==> config.mk <==
export PLATFORM = sky130hd
export DESIGN_NAME = abs_frame_accum
export DESIGN_NICKNAME = d
export VERILOG_FILES = /design/src/rtl/abs_frame_accum.sv
export SDC_FILE = /design/constraint.sdc
export NUM_CORES = 1
export LEC_CHECK = 0
export CORE_MARGIN = 2
export CORE_UTILIZATION = 45
export DETAILED_ROUTE_END_ITERATION = 8
export GPL_TIMING_DRIVEN = 0
export PLACE_DENSITY = 0.8
export RECOVER_POWER = 100
export REMOVE_ABC_BUFFERS = 1
export SETUP_SLACK_MARGIN = 0.3
export SLEW_MARGIN = 15
export SYNTH_ARGS = -nofsm -noshare
export SYNTH_HDL_FRONTEND = slang
export SYNTH_SLANG_ARGS = --single-unit
==> constraint.sdc <==
create_clock -name clk -period 4.6 [get_ports clk]
set_input_delay 1.15 -clock clk [delete_from_list [all_inputs] [get_ports clk]]
set_output_delay 1.15 -clock clk [all_outputs]
set_load 0.01 [all_outputs]
==> src/rtl/abs_frame_accum.sv <==
// Streaming absolute-value stage with per-sample magnitude output and
// fixed-length frame sums of magnitudes handed off through valid/ready.
module abs_frame_accum #(
  parameter int DATA_WIDTH = 11,
  parameter int FRAME_LEN  = 16,
  parameter bit SAT_MODE   = 1'b1,
  localparam int ACC_WIDTH = (DATA_WIDTH - 1) + $clog2(FRAME_LEN)
) (
  input  logic                    clk,
  input  logic                    rst,
  input  logic                    clr,
  input  logic                    in_valid,
  output logic                    in_ready,
  input  logic [DATA_WIDTH-1:0]   in,
  output logic                    abs_valid,
  output logic [DATA_WIDTH-2:0]   abs_out,
  output logic                    abs_sat,
  output logic                    sum_valid,
  input  logic                    sum_ready,
  output logic [ACC_WIDTH-1:0]    sum_out,
  output logic                    sum_sat
);

  localparam int MAG_W = DATA_WIDTH - 1;
  localparam int CNT_W = $clog2(FRAME_LEN);
  localparam logic [CNT_W-1:0] LAST = CNT_W'(FRAME_LEN - 1);

  typedef enum logic {ACCUM, HOLD} state_t;

  state_t                 state, state_next;
  logic [ACC_WIDTH-1:0]   acc;
  logic                   sat_acc;
  logic [CNT_W-1:0]       cnt;

  logic [DATA_WIDTH-1:0]  neg_in;
  logic [MAG_W-1:0]       mag;
  logic                   min_neg;
  logic                   accept;
  logic                   last;
  logic [ACC_WIDTH-1:0]   acc_sum;

  assign in_ready = (state == ACCUM) & ~rst;
  assign accept   = in_valid & in_ready;
  assign last     = (cnt == LAST);
  assign acc_sum  = acc + ACC_WIDTH'(mag);

  // NOTE: every variable written here gets a default first, so no path
  // through the block leaves it unassigned and no latch is inferred.
  always_comb begin
    neg_in  = ~in + DATA_WIDTH'(1);
    min_neg = (in == {1'b1, {MAG_W{1'b0}}});
    mag     = in[DATA_WIDTH-1] ? neg_in[MAG_W-1:0] : in[MAG_W-1:0];
    // The most-negative value has no positive twin; its low bits are zero.
    if (min_neg) mag = SAT_MODE ? {MAG_W{1'b1}} : {MAG_W{1'b0}};
  end

  always_comb begin
    state_next = state;
    if (clr) begin
      state_next = ACCUM;
    end else begin
      case (state)
        ACCUM:   if (accept && last) state_next = HOLD;
        HOLD:    if (sum_ready)      state_next = ACCUM;
        default: state_next = ACCUM;
      endcase
    end
  end

  // NOTE: sequential state uses non-blocking assignments so every register
  // samples the pre-edge values, independent of statement order.
  always_ff @(posedge clk) begin
    if (rst) state <= ACCUM;
    else     state <= state_next;
  end

  always_ff @(posedge clk) begin
    if (rst) begin
      abs_valid <= 1'b0;
      abs_out   <= '0;
      abs_sat   <= 1'b0;
    end else begin
      abs_valid <= accept;
      if (accept) begin
        abs_out <= mag;
        abs_sat <= min_neg;
      end
    end
  end

  always_ff @(posedge clk) begin
    if (rst) begin
      acc       <= '0;
      sat_acc   <= 1'b0;
      cnt       <= '0;
      sum_valid <= 1'b0;
      sum_out   <= '0;
      sum_sat   <= 1'b0;
    end else if (clr) begin
      // A sample accepted alongside clr is reported but starts no frame.
      acc       <= '0;
      sat_acc   <= 1'b0;
      cnt       <= '0;
      sum_valid <= 1'b0;
    end else if (accept) begin
      if (last) begin
        sum_out   <= acc_sum;
        sum_sat   <= sat_acc | min_neg;
        sum_valid <= 1'b1;
        acc       <= '0;
        sat_acc   <= 1'b0;
        cnt       <= '0;
      end else begin
        acc     <= acc_sum;
        sat_acc <= sat_acc | min_neg;
        cnt     <= cnt + CNT_W'(1);
      end
    end else if (state == HOLD && sum_ready) begin
      sum_valid <= 1'b0;
    end
  end

endmodule

==> results.py, run 1 <==
metrics = {
    "route": {
        "drc_errors": 0,
        "wire_per_inst_um": 15.7,
        "drt_first_pass_iters": 4,
        "drt_iter0_drc": 228,
        "vias": 2428,
        "ant_nets": 0,
        "viasPerCell": 5.73,
        "routed_wl_um": 6640,
    },
    "power": {
        "pwr-share-seq_pct": 49.8,
        "design_power_total_mw": 0.872,
        "leakage_nw": 1.35,
        "pwr-share-comb_pct": 20.4,
        "p_sw_mw": 0.243,
        "power_density_nw_per_um2": 263,
        "ir_drop_mv": 0.188,
        "p_clk_share_pct": 29.8,
        "p_sw_share_pct": 27.9,
        "p_int_mw": 0.628,
    },
    "sta": {
        "slew_headroom_pct": 53.5,
        "period_needed_ns": 4.34,
        "tightest_slew_ns": 0.697,
        "period_share_pct": 94.3,
        "worst_clock_skew_ns": 0.00594,
        "setup_viol": 0,
        "whs_ns": 0.455,
        "fmax_mhz": 230,
        "rsz0062_at_grt": "true",
        "fin_tns_setup_ns": 0,
        "finalMaxSlewViolations": 0,
        "finalHoldViolations": 0,
    },
    "synth": {
        "yosys_register_bits": 48,
        "syn_area_per_cell_um2": 8.45,
        "synthesis.instances": 300,
        "synth_warnings": 0,
        "synthDistinctLibCells": 55,
        "ys_seq_area_share_pct": 37.9,
        "synth_top_flop_cell": "dfxtp_1",
        "synth_edf_count": 0,
        "synth.cell_area_um2": 2530,
        "synthArstFlopShare_pct": 0,
    },
    "worst_setup_path": {
        "crit_path_end_kind": "register",
        "worstSetupPathType": "input pin to register",
        "crit_required_ns": 4.82,
        "cpLargestDelayFamily": "simple AND/OR/NAND/NOR gates",
        "critPathLaunchType": "input pin",
        "crit_slowest_cell": "or4b_1",
        "cp_data_arrival_time_ns": 4.56,
        "cp_max_fo": 5,
        "cp_cell_sequence": "buf_8 -> or4_4 -> or3_1 -> or4b_1 -> nand2_1 -> ha_2 -> fa_1 -> a21o_1 -> a221o_1 -> a2111oi_4 -> buf_4 -> or3_4 -> o32ai_2",
        "cp_slowest_stage_delay_ns": 0.60,
        "cp_num_buf_inv": 2,
    },
    "grt": {
        "grt_pass1_wl_um": 11000,
        "grt_overflow": 0,
        "grt_busiest_layer": "met2",
        "grt_pass1_vias": 2395,
        "grt_usage_pct": 22.3,
        "grt_antenna_before_repair": 0,
        "met1_usage_pct": 27.2,
        "grt_util_met3_pct": 3.30,
        "grt_max_degree": 40,
        "met2_usage_pct": 37.7,
    },
    "clocking": {
        "cts_tree": "built",
        "htreeDepth": 2,
        "clock_latency_ns": 0.31,
        "path_clk_slew_ns": 0.09,
        "root_buffer": "clkbuf_8",
        "clock_sinks": 48,
        "cts_buffers": 5,
        "cts_max_path_buffers": 2,
    },
    "layout": {
        "finalInstanceArea_um2": 3320,
        "multi_input_area_um2": 1610,
        "nets": 380,
        "regArea_um2": 961,
        "drive_gt1_share_pct": 16.5,
        "syn_to_final_growth_pct": 31.0,
        "fillers": 510,
        "diodes": 0,
    },
    "job": {
        "max_cap_violations": 0,
    },
    "floorplanning": {
        "start_util_pct": 46.3,
        "fp.dieArea_um2": 6250,
        "die_h_um": 79.0,
        "ios": 45,
        "rows": 27,
        "core_area_um2": 5470,
        "die_w_um": 79.0,
    },
    "status": {
        "outcome": "completed",
    },
    "placed_design": {
        "port_buffers": 44,
        "hpwl_um": 4130,
        "gp_congestion": 0.911,
        "placed_area_um2": 2990,
    },
    "hold_path": {
        "min_path_type": "register to register",
    },
}
[layer usage]
metal	up-vias	share of wire (%)
met5	-	0
met4	0	3.1
met3	16	5.8
met2	87	49
met1	1131	42
li1	1194	-
[cell usage in the layout, fill, tap and decap left out, types with 5 or more instances in the layout]
| cell type | count |
|---|---|
| a21oi_1 | 32 |
| a22oi_1 | 7 |
| buf_4 | 10 |
| nand2_1 | 35 |
| dlygate4sd3_1 | 30 |
| or3_1 | 6 |
| xor2_1 | 11 |
| a31o_2 | 8 |
| clkdlybuf4s50_1 | 7 |
| a31oi_1 | 6 |
| ha_1 | 7 |
| clkbuf_8 | 6 |
| o21ai_0 | 9 |
| nand3_1 | 13 |
| nor2_1 | 22 |
| inv_1 | 5 |
| dfxtp_1 | 48 |
[kinds of logic after synthesis]
group / after synthesis / share of synthesized area, %
AOI/OAI and AO/OA: 90 / 23.8
xor gates and xnor gates: 14 / 4.84
and+or+nand+nor: 110 / 21.7
buffers and inverters: 23 / 4.25
adders and majority gates: 13 / 6.72
muxes: 2 / 0.790
DFF: 48 / 37.9
[power groups by stage]
stage                     Sequential (mW)  Clock, mW  Combinational, mW
after floorplan                     0.446          0             0.0877
after detailed placement            0.443          0              0.151
after global routing                0.436      0.286              0.194
final                               0.434      0.260              0.178
after CTS                           0.434      0.266              0.173
after global placement              0.443          0              0.147
[registers in the layout, summed over array words and instances, names as in the netlist]
register,cells
sum_valid,1
abs_out,10
abs_valid,1
abs_sat,1
sum_out,14
acc,14
sat_acc,1
sum_sat,1
state,1
cnt,4
[path summary, 6_finish.rpt]
check | start | endpoint | slack (ns) | cells after the start
max reg2reg | state$_SDFF_PP0_ | acc[13]$_SDFFE_PP0P_ | 1.84 | 6
min | sum_out[6]$_SDFFE_PP0P_ | sum_out[6]$_SDFFE_PP0P_ | 0.46 | 2
min reg2reg | sum_out[6]$_SDFFE_PP0P_ | sum_out[6]$_SDFFE_PP0P_ | 0.46 | 2
max | in[6] | acc[12]$_SDFFE_PP0P_ | 0.26 | 13
[per-stage QoR]
stage / setup WS, ns / utilization [%] / cells
final: 0.261 / 60.6 / 424
after global placement: -0.725 / 54.4 / 399
after detailed placement: -0.843 / 54.7 / 400
after CTS: 0.250 / 59.7 / 418
after global routing: 0.155 / 60.6 / 424
after floorplan: 0.0446 / - / 283
[synth_stat cells, drive strengths merged (4+ instances only)]
cell type	count	share of area (%)
dfxtp	48	38
nand2	38	5.6
a21oi	32	6.3
nor2	22	3.3
clkbuf	13	1.9
nand3	13	2.6
ha	12	5.9
xor2	11	3.8
a31o	9	3.1
o21ai	9	1.8
a22oi	7	2.1
or3	7	1.9
a31oi	6	1.5
inv	6	0.89
a21o	4	1.2
and3	4	0.99
buf	4	1.4
or4	4	1.3
[final cells by class]
| type | instances | area share (%) |
|---|---|---|
| tap | 72 | 2.71 |
| sequential | 48 | 29.0 |
| clock buffer | 6 | 2.49 |
| inverter | 6 | 0.679 |
| clock inverter | 2 | 0.302 |
| multi-input combinational | 230 | 48.4 |
| timing repair buffer | 60 | 16.4 |
[tightest hold or removal path, delay by kind of cell, from the launching register on]
family          cells  cell delay, ns
compound gates      1            0.05
flops               1            0.31
simple gates        1            0.05
[timing repair]
item | in CTS | in global routing
pin swaps | 12 | 12
setup buffers | 9 | 6
gates cloned | 1 | 0
hold buffers | 0 | 0
resized for setup | 41 | 9
setup endpoints to repair | 16 | 10
No activity file was read; power rests on OpenSTA's default activity.
==> run 2: changes to the inputs <==
--- a/config.mk
+++ b/config.mk
@@ -6,10 +6,10 @@
 export NUM_CORES = 1
 export LEC_CHECK = 0
 export CORE_MARGIN = 2
-export CORE_UTILIZATION = 45
+export CORE_UTILIZATION = 40
 export DETAILED_ROUTE_END_ITERATION = 8
 export GPL_TIMING_DRIVEN = 0
-export PLACE_DENSITY = 0.8
+export PLACE_DENSITY = 0.75
 export RECOVER_POWER = 100
 export REMOVE_ABC_BUFFERS = 1
 export SETUP_SLACK_MARGIN = 0.3
==> results.py, run 2 (same netlist as run 1, synthesis figures left out) <==
metrics = {
    "status": {
        "outcome": "completed",
    },
    "clocking": {
        "root_buffer": "clkbuf_8",
        "htreeDepth": 2,
        "cts_max_path_buffers": 2,
        "cts_tree": "built",
        "cts_buffers": 5,
        "clock_sinks": 48,
        "clock_latency_ns": 0.31,
        "path_clk_slew_ns": 0.09,
    },
    "route": {
        "wire_per_inst_um": 15.5,
        "viasPerCell": 5.81,
        "vias": 2509,
        "routed_wl_um": 6710,
        "drt_first_pass_iters": 4,
        "ant_nets": 0,
        "drc_errors": 0,
        "drt_iter0_drc": 243,
    },
    "hold_path": {
        "hp-start": "sum_out[6]$_SDFFE_PP0P_",
        "whs_endpoint": "sum_out[6]$_SDFFE_PP0P_",
        "min_path_type": "register to register",
        "hold_path_depth": 2,
    },
    "sta": {
        "tightest_slew_ns": 0.729,
        "finalHoldViolations": 0,
        "setup_viol": 0,
        "finalMaxSlewViolations": 0,
        "fmax_mhz": 230,
        "slew_headroom_pct": 51.4,
        "whs_ns": 0.454,
        "rsz0062_at_grt": "false",
        "period_share_pct": 94.7,
        "worst_clock_skew_ns": 0.00551,
        "period_needed_ns": 4.36,
    },
    "layout": {
        "nets": 385,
        "diodes": 0,
        "largestRegisters": "acc (14), sum_out (14), abs_out (10)",
        "final_common_cell": "dfxtp_1",
        "syn_to_final_growth_pct": 32.2,
        "final_cell_mix": "dfxtp_1, nand2_1, a21oi_1",
        "drive_gt1_share_pct": 16.0,
    },
    "worst_setup_path": {
        "cp_max_fo": 8,
        "worstSetupPathType": "input pin to register",
        "rrSetupSlack_ns": 1.80,
        "cp_cell_sequence": "clkbuf_1 -> or4_1 -> or3_1 -> or4b_4 -> nand2_1 -> ha_1 -> fa_1 -> a21o_1 -> a221o_1 -> a2111oi_4 -> buf_4 -> or3b_4 -> a31o_2",
        "crit_slowest_cell": "or4b_4",
        "crit_path_end_kind": "register",
        "r2r_cells": 6,
        "cpLargestDelayFamily": "simple AND/OR/NAND/NOR gates",
        "cp_data_arrival_time_ns": 4.57,
        "critPathLaunchType": "input pin",
        "r2r-end": "acc[13]$_SDFFE_PP0P_",
        "crit_required_ns": 4.81,
        "timing.rr.start": "state$_SDFF_PP0_",
        "cp_slowest_stage_delay_ns": 0.60,
        "cp_num_buf_inv": 2,
    },
    "floorplanning": {
        "ios": 45,
        "fp.dieArea_um2": 6990,
        "die_w_um": 83.6,
        "start_util_pct": 42.0,
        "die_h_um": 83.6,
        "rows": 28,
        "core_area_um2": 6030,
    },
    "job": {
        "max_cap_violations": 0,
    },
    "power": {
        "leakage_nw": 1.37,
        "design_power_total_mw": 0.920,
        "ir_drop_mv": 0.130,
        "power_density_nw_per_um2": 275,
    },
    "placed_design": {
        "hpwl_um": 4180,
        "gp_congestion": 0.835,
        "port_buffers": 44,
    },
    "grt": {
        "grt_overflow": 0,
        "grt_antenna_before_repair": 0,
        "grt_max_degree": 40,
        "grt_pass1_vias": 2279,
        "grt_pass1_wl_um": 10700,
        "grt_usage_pct": 18.5,
    },
}
run 2: layout make-up:
cell class                      count  area (um^2)
Clock buffer                        5         68.8
Sequential cell                    48          961
Timing Repair Buffer               65          568
Multi-Input combinational cell    230         1590
Fill cell                         563         2680
Clock inverter                      3         42.5
Inverter                            6         22.5
Tap cell                           75         93.8
run 2: repair_timing:
item                       in CTS  in global routing
hold buffers                    0                  0
setup endpoints to repair      16                 11
resized for setup              40                 11
pin swaps                      14                 16
setup buffers                  13                  7
cloned                          1                  0
run 2: how the worst max path moves through the flow:
stage,from,to,slack (ns),depth (start not counted)
final,in[6],sum_out[10]$_SDFFE_PP0P_,0.24,13
after floorplan,in[4],sum_out[10]$_SDFFE_PP0P_,0.04,10
after global placement,in[4],sum_out[10]$_SDFFE_PP0P_,-0.74,11
after global routing,in[6],sum_out[10]$_SDFFE_PP0P_,0.17,13
after detailed placement,in[4],sum_out[10]$_SDFFE_PP0P_,-0.83,11
after CTS,in[4],sum_out[10]$_SDFFE_PP0P_,0.31,12
run 2: stage by stage:
stage                     util, %  area [um^2]  setup WS, ns  std cells  TNS (ns)
after floorplan                 -         2450        0.0446        283         0
after global placement       49.5         2980        -0.739        402     -6.75
after detailed placement     49.7         3000        -0.834        403     -6.49
after CTS                    54.9         3310         0.311        425         0
after global routing         55.6         3350         0.169        432         0
final                        55.6         3350         0.244        432         0
run 2: routing by layer:
layer / GRT usage, % / share of wire, %
met1: 23.6 / 46
met5: 0 / 0
met4: 6.60 / 1.9
met3: 4.55 / 5.3
met2: 30.4 / 47
run 2: worst reg2reg max path: stages (launching register included):
cell,delay [ns]
dfxtp_1,0.34
or3b_4,0.58
inv_1,0.34
and2_0,0.65
nand2_1,0.23
or4_1,0.52
nand3_1,0.08
run 2: power by group:
part / total (mW) / switching (mW) / internal, mW
registers: 0.434 / 0.00710 / 0.427
logic: 0.180 / 0.0988 / 0.0813
clock network: 0.306 / 0.145 / 0.161
total: 0.920 / 0.251 / 0.669
==> run 3: changes to the inputs <==
--- a/config.mk
+++ b/config.mk
@@ -7,6 +7,7 @@
 export LEC_CHECK = 0
 export CORE_MARGIN = 2
 export CORE_UTILIZATION = 40
+export CTS_CLUSTER_SIZE = 8
 export DETAILED_ROUTE_END_ITERATION = 8
 export GPL_TIMING_DRIVEN = 0
 export PLACE_DENSITY = 0.75
==> results of run 3 <==
No change in the layout: final DEF, timing and power equal those of run 2.
